--- src/rtl/frame_scheduler.sv ---
// Frame-level round-robin scheduler for one crossbar TX port.
// Grants one VC per frame, holds it to EOF (or stall timeout), then idles P_IFG cycles.
module frame_scheduler #(
    parameter int P_WIDTH   = 3,
    parameter int P_IFG     = 12,
    parameter int P_TIMEOUT = 256
) (
    input  logic               clk_i,
    input  logic               rstn_i,
    input  logic [P_WIDTH-1:0] request_i,
    input  logic [P_WIDTH-1:0] eof_i,
    input  logic               enable_i,
    output logic [P_WIDTH-1:0] grant_o,
    output logic               busy_o,
    output logic               stall_o,
    output logic               abort_o,
    output logic [15:0]        frame_count_o
);
    localparam int IDX_W      = $clog2(P_WIDTH);
    localparam int GAP_W      = $clog2(P_IFG + 1);
    localparam int STALL_W    = (P_TIMEOUT > 0) ? $clog2(P_TIMEOUT + 1) : 1;
    localparam int STALL_LAST = (P_TIMEOUT > 0) ? P_TIMEOUT - 1 : 0;

    typedef enum logic [1:0] {IDLE, GRANT, GAP} state_t;

    state_t             state_q;
    logic [IDX_W-1:0]   winner_q;
    logic [IDX_W-1:0]   last_q;
    logic [GAP_W-1:0]   gap_q;
    logic [STALL_W-1:0] stall_q;
    logic               busy_q;
    logic               abort_q;
    logic [15:0]        frame_cnt_q;

    logic [IDX_W-1:0]   sel_idx;
    logic [IDX_W-1:0]   cand;
    logic [P_WIDTH-1:0] win_oh;
    logic               win_req;
    logic               win_eof;
    logic               start_ok;

    // Walk candidates farthest-first so the nearest requester after last_q wins.
    always_comb begin
        sel_idx = last_q;
        cand    = last_q;
        for (int k = P_WIDTH; k >= 1; k--) begin
            cand = IDX_W'((int'(last_q) + k) % P_WIDTH);
            if (request_i[cand]) sel_idx = cand;
        end
    end

    always_comb begin
        win_oh = '0;
        for (int i = 0; i < P_WIDTH; i++) begin
            win_oh[i] = (winner_q == IDX_W'(i));
        end
    end

    assign win_req  = |(win_oh & request_i);
    assign win_eof  = |(win_oh & request_i & eof_i);
    assign start_ok = enable_i & (|request_i);

    assign grant_o       = (state_q == GRANT) ? (win_oh & request_i) : '0;
    assign stall_o       = (state_q == GRANT) & ~win_req;
    assign busy_o        = busy_q;
    assign abort_o       = abort_q;
    assign frame_count_o = frame_cnt_q;

    always_ff @(posedge clk_i or negedge rstn_i) begin
        if (!rstn_i) begin
            state_q     <= IDLE;
            winner_q    <= '0;
            last_q      <= IDX_W'(P_WIDTH - 1);
            gap_q       <= '0;
            stall_q     <= '0;
            busy_q      <= 1'b0;
            abort_q     <= 1'b0;
            frame_cnt_q <= '0;
        end else begin
            abort_q <= 1'b0;
            case (state_q)
                IDLE: begin
                    if (start_ok) begin
                        state_q  <= GRANT;
                        winner_q <= sel_idx;
                        last_q   <= sel_idx;
                        stall_q  <= '0;
                        busy_q   <= 1'b1;
                    end
                end
                GRANT: begin
                    if (win_req) begin
                        stall_q <= '0;
                        if (win_eof) begin
                            state_q     <= GAP;
                            gap_q       <= GAP_W'(P_IFG);
                            frame_cnt_q <= frame_cnt_q + 16'd1;
                        end
                    end else if (P_TIMEOUT > 0) begin
                        // This stall cycle is the P_TIMEOUT-th in a row: give up on the frame.
                        if (stall_q == STALL_W'(STALL_LAST)) begin
                            state_q <= GAP;
                            gap_q   <= GAP_W'(P_IFG);
                            stall_q <= '0;
                            abort_q <= 1'b1;
                        end else begin
                            stall_q <= stall_q + 1'b1;
                        end
                    end
                end
                GAP: begin
                    gap_q <= gap_q - 1'b1;
                    if (gap_q == GAP_W'(1)) begin
                        if (start_ok) begin
                            state_q  <= GRANT;
                            winner_q <= sel_idx;
                            last_q   <= sel_idx;
                            stall_q  <= '0;
                        end else begin
                            state_q <= IDLE;
                            busy_q  <= 1'b0;
                        end
                    end
                end
                default: begin
                    state_q <= IDLE;
                    busy_q  <= 1'b0;
                end
            endcase
        end
    end
endmodule
--- config.mk ---
export PLATFORM = sky130hd
export DESIGN_NAME = frame_scheduler
export DESIGN_NICKNAME = d
export VERILOG_FILES = /design/src/rtl/frame_scheduler.sv
export SDC_FILE = /design/constraint.sdc
export NUM_CORES = 1
export LEC_CHECK = 0
export ABC_AREA = 1
export BUFFER_PORTS_ARGS = -buffer_cell sky130_fd_sc_hd__buf_4
export CORE_ASPECT_RATIO = 0.8
export CORE_MARGIN = 3
export CORE_UTILIZATION = 57
export DETAILED_ROUTE_END_ITERATION = 6
export PLACE_DENSITY = 0.79
export SYNTH_ARGS = -nofsm -noshare
export SYNTH_HDL_FRONTEND = slang
export SYNTH_SLANG_ARGS = --single-unit
--- constraint.sdc ---
create_clock -name clk_i -period 2 [get_ports clk_i]
set_input_delay 0.2 -clock clk_i [delete_from_list [all_inputs] [get_ports clk_i]]
set_output_delay 0.2 -clock clk_i [all_outputs]
set_load 0.01 [all_outputs]
### Word level (Yosys, flattened, before mapping)

Index checks and enable logic that the tools add are counted.
W data, S select, Z words.

| word-level totals | value |
|---|---|
| register bits | 37 |
| latch bits | 0 |
| RAM bits | 0 |
| memory bits (read-only) | 0 |
| input bits | 9 |
| output and inout bits | 22 |
| memories | 0 |

| operators by class | value |
|---|---|
| add/subtract/negate cells | 6 |
| multiply operators | 0 |
| divide/modulo/power cells | 3 |
| magnitude comparators | 3 |
| equality and inequality tests | 11 |
| shifts and indexed selects | 0 |
| mux-type cells | 39 |
| bitwise gates (word level) | 6 |
| reduce and logical (&&, ||, !) cells | 14 |

Operators with widths:

| cell | number |
|---|---|
| $mod A32 B3 Y32 const B | 3 |
| $mux W9 | 4 |
| $pmux W9 S3 | 1 |
| $mux W2 | 12 |
| $add A16 B1 Y16 const B | 1 |
| $mux W4 | 3 |
| $mux W1 | 10 |
| $add A9 B1 Y9 const B | 1 |
| $eq A9 B8 Y1 const B | 1 |
| $lt A2 B3 Y1 const B | 3 |
| $reduce_or A3 Y1 | 3 |
| $pmux W2 S2 | 2 |
| $pmux W4 S2 | 1 |
| $reduce_and A4 Y1 | 2 |
| $add A2 B2 Y3 const B | 2 |
| $and A3 B3 Y3 | 2 |
| $bmux W1 S2 | 3 |
| $ne A2 B2 Y1 const B | 3 |
| $pmux W2 S3 | 1 |
| $reduce_and A3 Y1 | 2 |
| $eq A2 B1 Y1 const B | 2 |
| $eq A2 B2 Y1 const B | 2 |
| $eq A4 B1 Y1 const B | 1 |
| $logic_not A2 Y1 | 2 |
| other kinds (11) | 15 |

### Longest topological paths before layout

Gate-level depths: netlist (run 1).

| depth | value |
|---|---|
| depth after elaboration | 10 |
| depth in mapped cells | 12 |

### Worst setup path after synthesis (run 1)

OpenSTA, ideal clock, no wires.

| timing | value |
|---|---|
| path kind | register to register |
| from | register last_q[0] |
| to | register winner_q[1] |
| library setup time | 118 ps |
| arrival time | 1462 ps |
| required time | 1882 ps |
| setup slack | 421 ps |
| stages on the path, launching flop included | 13 |
| buffers on the path | 0 |
| period minus slack after synthesis | 1579 ps |
| cell sequence | dfrtp_1 -> inv_2 -> ha_1 -> inv_1 -> nand2_1 -> nand3_1 -> nand2_1 -> nand2_1 -> nor2_2 -> nand2_1 -> nand2_1 -> nand2_1 -> nand2_1 |

| on the way | value |
|---|---|
| longest elaborated chain between the ends | 10 |
| elaborated cells between the ends (all ways) | 18 |

Ends and longest elaborated chain:

| what | line | text |
|---|---|---|
| from (decl) | 28 | `logic [IDX_W-1:0] last_q;` |
| from (signal assigned) | 73 | `last_q <= IDX_W'(P_WIDTH - 1);` |
| from (signal assigned) | 86 | `last_q <= sel_idx;` |
| from (signal assigned) | 117 | `last_q <= sel_idx;` |
| $add A2 B2 Y3 | 47 | `cand = IDX_W'((int'(last_q) + k) % P_WIDTH);` |
| $mod A32 B3 Y32 | 47 |  |
| $bmux W1 S2 | 48 | `if (request_i[cand]) sel_idx = cand;` |
| $mux W1 (not written as such) | 48 |  |
| $mux W2 (2 in series) | 48 |  |
| $mux W2 (*) | 48 |  |
| $mux W2 (*) | 83, 114 |  |
| $mux W2 | 113 | `if (gap_q == GAP_W'(1)) begin` |
| $pmux W2 S2 (*) | 81 | `case (state_q)` |
| to (signal assigned) | 85 | `winner_q <= sel_idx;` |
| to (signal assigned) | 116 | `winner_q <= sel_idx;` |
| to (decl) | 27 | `logic [IDX_W-1:0] winner_q;` |

Every way passes the cells marked *; elsewhere a longest branch is shown, timed or not. The select of a mux whose other input is x is not followed.
A chain may end at the register's enable or synchronous reset.

### Worst setup path in the final report (run 1)

Same ends and word-level chain as after synthesis.

==> results of run 1 <==
state kept, by name, summed over array words and instances, names as in the netlist:
| signal | count |
|---|---|
| stall_q | 9 |
| winner_q | 1 |
| gap_q | 4 |
| frame_count_o | 16 |
| abort_o | 1 |
| busy_o | 1 |
| last_q | 2 |
| state_q | 2 |
per-layer routing:
| layer | global-route usage, % | part of all wire (%) | vias up |
|---|---|---|---|
| met1 | 34.2 | 50 | 983 |
| met3 | 6.34 | 6.5 | 5 |
| met4 | 4.75 | 0.74 | 0 |
| met5 | 0 | 0 | - |
| met2 | 30.8 | 43 | 69 |
| li1 | - | - | 1063 |
cell families after synthesis:
kind of cell / count (synthesis)
AO/OA/AOI/OAI: 22
buffers and inverters: 46
adder cells (fa/ha/maj): 8
AND/OR/NAND/NOR: 183
flip-flops: 36
XOR/XNOR: 16
final cells by class:
class / instances / area, sq um
Multi-Input combinational cell: 229 / 1210
Fill cell: 295 / 942
Sequential cell: 36 / 903
Timing Repair Buffer: 31 / 235
Inverter: 45 / 176
Clock buffer: 6 / 72.6
Tap cell: 52 / 65.1
Clock inverter: 2 / 35.0
cells in the final DEF, fill, tap and decap left out, types with 4 or more instances in the layout:
master	Yosys	routed
o21ai_0	5	5
nor3_1	9	9
dfrtp_1	35	34
buf_4	1	30
inv_2	7	7
o21ai_1	7	7
xnor2_1	4	4
a21oi_1	5	5
inv_1	36	36
clkbuf_8	0	5
nand2_1	93	93
nor2_1	23	23
nand3_1	34	34
nand4_1	9	9
ha_1	8	8
xor2_1	12	12
where the power goes:
| part | switching [mW] | internal (mW) |
|---|---|---|
| Combinational | 0.911 | 0.566 |
| Clock | 0.255 | 0.370 |
| Sequential | 0.226 | 0.928 |
| Total | 1.39 | 1.86 |
worst max-delay path by stage:
stage               depth (start not counted)  slack [ns]     endpoint  startpoint
floorplan                                  12        0.42  winner_q[1]   last_q[0]
global placement                           12        0.30  winner_q[1]   last_q[0]
detailed placement                         12        0.18  winner_q[1]   last_q[0]
CTS                                        12        0.17  winner_q[1]   last_q[0]
global route                               12        0.04  winner_q[1]   last_q[0]
finish                                     12        0.21  winner_q[1]   last_q[0]
through the flow:
step	instances	instance area (sq um)	hold WS, ns
finish	401	2700	0.379
floorplan	311	2290	-0.0956
global route	401	2700	0.418
global placement	392	2580	0.185
detailed placement	392	2580	0.187
CTS	401	2690	0.365
timing repair:
action,CTS,global route
hold endpoints to repair,35,0
hold buffers,1,0
gates resized for setup,0,1
endpoints found under the setup margin,0,2
worst max-delay path: stages (launching register included):
cell and delay [ns]:
dfrtp_2 0.43, inv_2 0.08, ha_1 0.37, inv_1 0.12, nand2_1 0.07, nand3_1 0.09, nand2_1 0.12, nand2_1 0.08
nor2_2 0.13, nand2_1 0.07, nand2_1 0.07, nand2_1 0.06, nand2_1 0.05
==> impl_metrics.yaml, run 1 <==
floorplanning:
  core_area_sq_um: 3640
  die_area_sq_um: 4830
  initial_core_util_pct: 63.1
  die_h_um: 62.7
  ios: 31
  die_width_um: 76.9
  row_count: 19
grt:
  grt-ovfl-total: 0
  antenna_found_initial: 0
  grt_max_degree: 37
  grt_use_total_pct: 22.3
  grt_pass1_wl_mm: 8.64
  grt_pass1_vias: 1851
hold_path:
  holdCritStartpoint: "enable_i"
  min_path_cells: 7
  min_path_type: "input port to register"
  hold_end: "busy_o"
drt:
  antenna_left: 0
  drt_iter0_drc: 156
  num_vias: 2120
  drt_wl_total_mm: 5.11
  wl_per_cell_um: 12.7
  drcViolationCount: 0
  avgViaCountPerCell: 5.29
  dr.pass1.iters: 5
yosys:
  synth_top_family_by_area: "simple AND/OR/NAND/NOR gates"
  synthCells: 311
  async_flop_share_pct: 100
  yosys.area.top_type_share_pct: 38.2
  ys_types: 29
  post_synth_mux_area_share_pct: 0
  ys_warn_count: 0
  synthXorXnorAreaFrac_pct: 6.11
  ys_seq_area_share_pct: 39.3
  ys_top_cells_by_area: "dfrtp_1 (38%), nand2_1 (15%), nand3_1 (7.4%)"
  synth-edff-count: 0
  synth_area_sq_um: 2290
  synth_fp_nets: 328
  syn_area_per_cell_sq_um: 7.37
  synth_most_common_cell: "nand2_1"
  synthAdderAreaFrac_pct: 4.36
  synth_flop_cell: "dfrtp_1"
  ys_ff_latch: 36
  ys_top_cells_by_count: "nand2_1 (93), inv_1 (36), dfrtp_1 (35), nand3_1 (34), nor2_1 (23)"
  synth_area_leader_cell: "dfrtp_1"
  synth_compound_area_share_pct: 5.29
  synthSimpleGateAreaFrac_pct: 36.9
clocking:
  clock-sinks: 36
  clk_pin_slew_worst_paths_ns: 0.07
  clk_latency_ns: 0.29
  htree_levels: 2
  cts.path.max_buffers: 2
  cts_tree: "yes"
  post_cts_buffers: 0
  cts_inserted_buffers: 5
  cts_root_buf: "clkbuf_8"
setup_path:
  critPathKind: "register to register"
  critical_path_arrival_ns: 2.02
  ff2ff_path_depth: 12
  reg2reg_slack_ns: 0.21
  start_kind: "register"
  rr_startpoint: "last_q[0]"
  cp.required_ns: 2.23
  critical_path.max_fanout: 7
  cp-end-kind: "register"
  regToRegEndpoint: "winner_q[1]"
cells_and_area:
  fin_util_pct: 74.1
  num_antenna_cells: 0
  syn_to_final_growth_pct: 17.5
  drive_gt1_share_pct: 18.1
  fin_nets: 365
flow_run:
  cap_violations: 0
placement:
  post-place-ws_ns: 0.185
  dp_hpwl_mm: 3.88
  routabilityCongestion: 0.998
  portBuffers: 30
timing:
  slew_headroom_pct: 69.6
  final.setup.worst_slack_ns: 0.208
  clock_skew_ns: 0.00482
  worst_pin_slew_ns: 0.456
  finalSetupViolCount: 0
  rsz0062_at_grt: "no"
  fin_setup_tns_ns: 0
  drv_slew: 0
  layout_min_cycle_time_ns: 1.79
  min_period_over_period_pct: 89.6
  fmax_ghz: 0.558
  hold_viol_final: 0
power_and_ir_drop:
  p_per_area_nw_per_um2: 1210
  leakagePower_nw: 1.41
  ir_worst_vdd_uv: 749
  finalPower_mw: 3.26
status:
  status: "finished clean"
Note: power is estimated with default switching activity, not from simulation.
==> run 2: changes to the inputs <==
--- a/config.mk
+++ b/config.mk
@@ -5,13 +5,13 @@
 export SDC_FILE = /design/constraint.sdc
 export NUM_CORES = 1
 export LEC_CHECK = 0
-export ABC_AREA = 1
 export BUFFER_PORTS_ARGS = -buffer_cell sky130_fd_sc_hd__buf_4
+export CAP_MARGIN = 20
 export CORE_ASPECT_RATIO = 0.8
 export CORE_MARGIN = 3
 export CORE_UTILIZATION = 57
 export DETAILED_ROUTE_END_ITERATION = 6
-export PLACE_DENSITY = 0.79
+export PLACE_DENSITY = 0.8
 export SYNTH_ARGS = -nofsm -noshare
 export SYNTH_HDL_FRONTEND = slang
 export SYNTH_SLANG_ARGS = --single-unit
==> run 2 against run 1 <==
Final area decreased by 4.2%; largest cell class unchanged; non-clock buffer count up 6; critical path type unchanged; critical endpoint is now last_q[0]; sequential share of layout area increased by 1.4 points; die area is 6.5% lower; area after synthesis decreased by 7.1%; largest power group unchanged.
==> impl_metrics.yaml, run 2 <==
clocking:
  clock-sinks: 36
  htree_levels: 2
  cts_root_buf: "clkbuf_8"
  cts_tree: "yes"
  clk_pin_slew_worst_paths_ns: 0.08
  clk_latency_ns: 0.29
  cts.path.max_buffers: 2
  cts_inserted_buffers: 5
setup_path:
  rr_startpoint: "last_q[1]"
  path_buf_inv: 0
  slowest_delay_ns: 0.58
  critical_path.max_fanout: 4
  cp.required_ns: 2.21
  crit_slowest_cell: "dfstp_2"
  crit_path_start: "last_q[1]"
  start_kind: "register"
  cp-end-kind: "register"
  cp_cell_sequence: "ha_4, mux2_2, and2_1, o41ai_4, mux2i_1"
  critical_path_arrival_ns: 2.14
  critPathKind: "register to register"
  cp_top_family: "flip-flops"
grt:
  antenna_found_initial: 0
  grt_use_total_pct: 22.4
  grt_pass1_wl_mm: 7.56
  grt-ovfl-total: 0
  grt_pass1_vias: 1614
  grt_max_degree: 37
cells_and_area:
  mostFrequentLayoutCells: "buf_4 (36), dfrtp_1 (35), nand2_1 (14), xor2_1 (13), nor2_1 (12)"
  largest_reg_flops: 16
  drive_gt1_share_pct: 24.7
  fill_cells: 255
  syn_to_final_growth_pct: 21.2
  seqCellArea_sq_um: 902
  layout_commonest_cell: "buf_4"
  fin_nets: 263
  num_antenna_cells: 0
  instances_no_fill: 289
  multi_input_area_sq_um: 1180
timing:
  holdWs_ns: 0.392
  worst_pin_slew_ns: 0.509
  layout_min_cycle_time_ns: 1.92
  fmax_ghz: 0.520
  finalSetupViolCount: 0
  rsz0062_at_grt: "yes"
  final.setup.worst_slack_ns: 0.0757
  clock_skew_ns: 0.00981
  min_period_over_period_pct: 96.2
  drv_slew: 0
  hold_viol_final: 0
  slew_headroom_pct: 65.8
yosys:
  ys_top_cells_by_area: "dfrtp_1 (41%), xor2_1 (5.3%), ha_1 (4.7%)"
  ys_types: 53
  synth_flop_cell: "dfrtp_1"
  ys_ff_latch: 36
  synth_most_common_cell: "dfrtp_1"
  synth-edff-count: 0
  ys_warn_count: 0
  synth_area_sq_um: 2130
  synthCells: 209
  syn_area_per_cell_sq_um: 10.2
  async_flop_share_pct: 100
  ys_top_cells_by_count: "dfrtp_1 (35), nand2_1 (14), xor2_1 (13), nor2_1 (12)"
  yosys.area.top_type_share_pct: 41.1
  ys_seq_area_share_pct: 42.3
  synth_fp_nets: 226
  synth_area_leader_cell: "dfrtp_1"
power_and_ir_drop:
  finalPower_mw: 3.07
  ir_worst_vdd_uv: 880
  leakagePower_nw: 1.25
  p_per_area_nw_per_um2: 1190
drt:
  antenna_left: 0
  drcViolationCount: 0
  dr.pass1.iters: 4
  avgViaCountPerCell: 5.99
  wl_per_cell_um: 16.3
  drt_iter0_drc: 100
  drt_wl_total_mm: 4.70
  num_vias: 1731
placement:
  post-place-ws_ns: 0.0150
  routabilityCongestion: 0.922
  placedCellCount: 279
  dp_hpwl_mm: 3.22
  portBuffers: 30
floorplanning:
  row_count: 19
  die_area_sq_um: 4510
  core_area_sq_um: 3520
  initial_core_util_pct: 60.6
  die_width_um: 74.4
  die_h_um: 60.7
  ios: 31
flow_run:
  cap_violations: 0
status:
  status: "finished clean"
hold_path:
  min_path_type: "input port to async pin"
## run 2: layout make-up
class	instances	area share, %
Tap cell	42	2.03
Inverter	10	1.55
Clock inverter	1	1.16
Sequential cell	36	34.9
Multi-Input combinational cell	156	45.7
Clock buffer	7	3.73
Timing Repair Buffer	37	10.9
## run 2: cell families (layout without fill, tap and decap cells)
logic type	count (synthesis)	in the layout	share of synthesized area, %
AO/OA/AOI/OAI	44	44	16.7
XOR/XNOR	16	16	6.58
adder cells (fa/ha/maj)	8	8	4.70
buffers and inverters	17	55	3.82
flip-flops	36	36	42.3
multiplexers	7	7	3.46
AND/OR/NAND/NOR	81	81	22.4
## run 2: timing repair
| action | in CTS | in global routing |
|---|---|---|
| resized for setup | 2 | 4 |
| hold endpoints to repair | 35 | 0 |
| setup endpoints to repair | 1 | 3 |
| buffers inserted | 0 | 1 |
| hold buffers | 1 | 0 |
## run 2: per-stage QoR
step	cell area [sq um]	TNS (ns)	utilization, %
CTS	2560	-0.00393	72.8
finish	2580	0	73.4
detailed placement	2400	0	68.3
global route	2580	-0.0199	73.4
floorplan	2140	0	-
global placement	2400	0	68.3
## run 2: per-layer routing
metal  up-vias  part of all wire [%]  GRT usage [%]
met5         -                     0              0
met4         0                   1.0           8.12
met3         5                   3.5           4.80
met2        32                    46           34.0
met1       848                    50           31.8
li1        846                     -              -
## run 2: path summary, 6_finish.rpt
path,endpoint,cells after the start,slack [ns]
setup / recovery,last_q[0],5,0.08
hold / removal,stall_q[4],2,0.39
min in group clk_i,busy_o,5,0.40
setup reg to reg,last_q[0],5,0.08
hold reg to reg,frame_count_o[15],1,0.48
max in group asynchronous,last_q[1],2,1.27
## run 2: power by group
group	leakage [nW]	switching (mW)	internal (mW)	total (mW)
clock	0.0645	0.266	0.440	0.706
sequential	0.466	0.167	0.882	1.05
combinational	0.724	0.699	0.612	1.31
total	1.25	1.13	1.93	3.07
==> run 3: changes to the inputs <==
--- a/config.mk
+++ b/config.mk
@@ -12,6 +12,7 @@
 export CORE_UTILIZATION = 57
 export DETAILED_ROUTE_END_ITERATION = 6
 export PLACE_DENSITY = 0.8
+export RECOVER_POWER = 100
 export SYNTH_ARGS = -nofsm -noshare
 export SYNTH_HDL_FRONTEND = slang
 export SYNTH_SLANG_ARGS = --single-unit
==> run 3 against run 2 <==
Final cell count stayed put; first-iteration DRC count is 13% lower; die area stayed put; highest routed layer unchanged; count of clock-buffer cells in the layout stayed put; non-clock buffer count stayed put; largest cell class unchanged.
==> impl_metrics.yaml, run 3 (synthesis gave the netlist of run 2 again) <==
setup_path:
  ff2ff_path_depth: 5
  slowest_delay_ns: 0.58
  cp-end-kind: "register"
  cp_cell_sequence: "ha_4, mux2_2, and2_1, o41ai_4, mux2i_1"
  path_buf_inv: 0
  cp_top_family: "flip-flops"
  critical_path_arrival_ns: 2.13
  cp.depth: 5
  crit_slowest_cell: "dfstp_2"
  start_kind: "register"
  critical_path.max_fanout: 4
  critPathKind: "register to register"
  cp.required_ns: 2.21
cells_and_area:
  layout_commonest_cell: "dfrtp_1"
  seqCellArea_sq_um: 902
  mostFrequentLayoutCells: "dfrtp_1 (35), clkbuf_1 (22), nand2_1 (14), xor2_1 (13), buf_4 (13)"
  syn_to_final_growth_pct: 17.1
  num_antenna_cells: 0
  fin_nets: 263
  fill_cells: 286
  multi_input_area_sq_um: 1180
  drive_gt1_share_pct: 15.4
  largest_reg_flops: 16
  fin_util_pct: 70.9
drt:
  avgViaCountPerCell: 5.98
  drt_iter0_drc: 87
  wl_per_cell_um: 16.1
  antenna_left: 0
  num_vias: 1729
  drcViolationCount: 0
  drt_wl_total_mm: 4.65
  dr.pass1.iters: 5
timing:
  clock_skew_ns: 0.00988
  min_period_over_period_pct: 95.9
  worst_pin_slew_ns: 0.891
  hold_viol_final: 0
  rsz0062_at_grt: "yes"
  drv_slew: 0
  finalSetupViolCount: 0
  slew_headroom_pct: 40.6
  fmax_ghz: 0.521
  layout_min_cycle_time_ns: 1.92
hold_path:
  min_path_type: "input port to register"
  min_path_cells: 4
floorplanning:
  die_width_um: 74.4
  row_count: 19
  die_h_um: 60.7
  initial_core_util_pct: 60.6
  core_area_sq_um: 3520
  die_area_sq_um: 4510
  ios: 31
clocking:
  cts_root_buf: "clkbuf_8"
  clk_pin_slew_worst_paths_ns: 0.07
  cts.path.max_buffers: 2
  cts_inserted_buffers: 5
  cts_tree: "yes"
  htree_levels: 2
  clk_latency_ns: 0.29
  clock-sinks: 36
placement:
  dp_hpwl_mm: 3.22
  routabilityCongestion: 0.922
  portBuffers: 30
grt:
  grt-ovfl-total: 0
  antenna_found_initial: 0
  grt_use_total_pct: 22.4
  grt_pass1_vias: 1614
  grt_pass1_wl_mm: 7.56
  grt_max_degree: 37
power_and_ir_drop:
  finalPower_mw: 3.01
  ir_worst_vdd_uv: 871
  p_per_area_nw_per_um2: 1210
  leakagePower_nw: 1.17
status:
  status: "finished clean"
flow_run:
  cap_violations: 0
[run 3: changes by cell type in the layout (fill, tap and decap cells not counted)]
cell,before,now
inv_1,8,9
buf_4,36,13
inv_4,1,0
clkbuf_1,0,22
clkbuf_2,0,1
[run 3: stage by stage]
stage	hold slack, ns	cell area (sq um)	TNS (ns)	setup slack [ns]	instances
after floorplan	-0.0956	2140	0	0.000427	209
after global routing	0.418	2490	-0.0199	-0.0199	289
after CTS	0.388	2560	-0.00393	-0.00393	288
final	0.412	2490	0	0.0816	289
after global placement	0.181	2400	0	0.0611	279
after detailed placement	0.184	2400	0	0.0150	279
[run 3: layer usage]
metal / vias to the layer above / routed length [um] / global-route usage, %
met1: 837 / 2250 / 31.8
met5: - / 0 / 0
met2: 41 / 2130 / 34.0
met4: 0 / 47 / 8.12
li1: 846 / - / -
met3: 5 / 234 / 4.80
[run 3: layout make-up]
| type | instances | share of cell area, % |
|---|---|---|
| Multi-Input combinational cell | 156 | 47.3 |
| Inverter | 10 | 1.50 |
| Sequential cell | 36 | 36.2 |
| Timing Repair Buffer | 37 | 7.82 |
| Clock buffer | 7 | 3.86 |
| Tap cell | 42 | 2.11 |
| Clock inverter | 1 | 1.20 |
[run 3: final timing paths]
path	start	to	slack, ns
worst max-delay path	last_q[1]	last_q[0]	0.08
worst min-delay path	request_i[2]	last_q[1]	0.41
worst max register to register	last_q[1]	last_q[0]	0.08
worst min register to register	frame_count_o[15]	frame_count_o[15]	0.48
max in group asynchronous	rstn_i	frame_count_o[5]	0.89
min in group asynchronous	rstn_i	stall_q[4]	0.56
[run 3: timing repair]
item	CTS	global route
setup buffers	0	1
gates resized for setup	2	4
setup endpoints to repair	1	3
hold buffers	1	0
hold endpoints to repair	35	0
pin swaps	0	0
[run 3: worst register-to-register path, stage by stage, from the launching register on]
cell	delay [ns]
dfstp_2	0.58
ha_4	0.15
mux2_2	0.34
and2_1	0.19
o41ai_4	0.34
mux2i_1	0.23
[run 3: report_power, final]
part / leakage, nW / switching, mW / internal (mW)
Sequential: 0.466 / 0.166 / 0.882
Clock: 0.0645 / 0.263 / 0.440
Combinational: 0.637 / 0.693 / 0.567
Total: 1.17 / 1.12 / 1.89
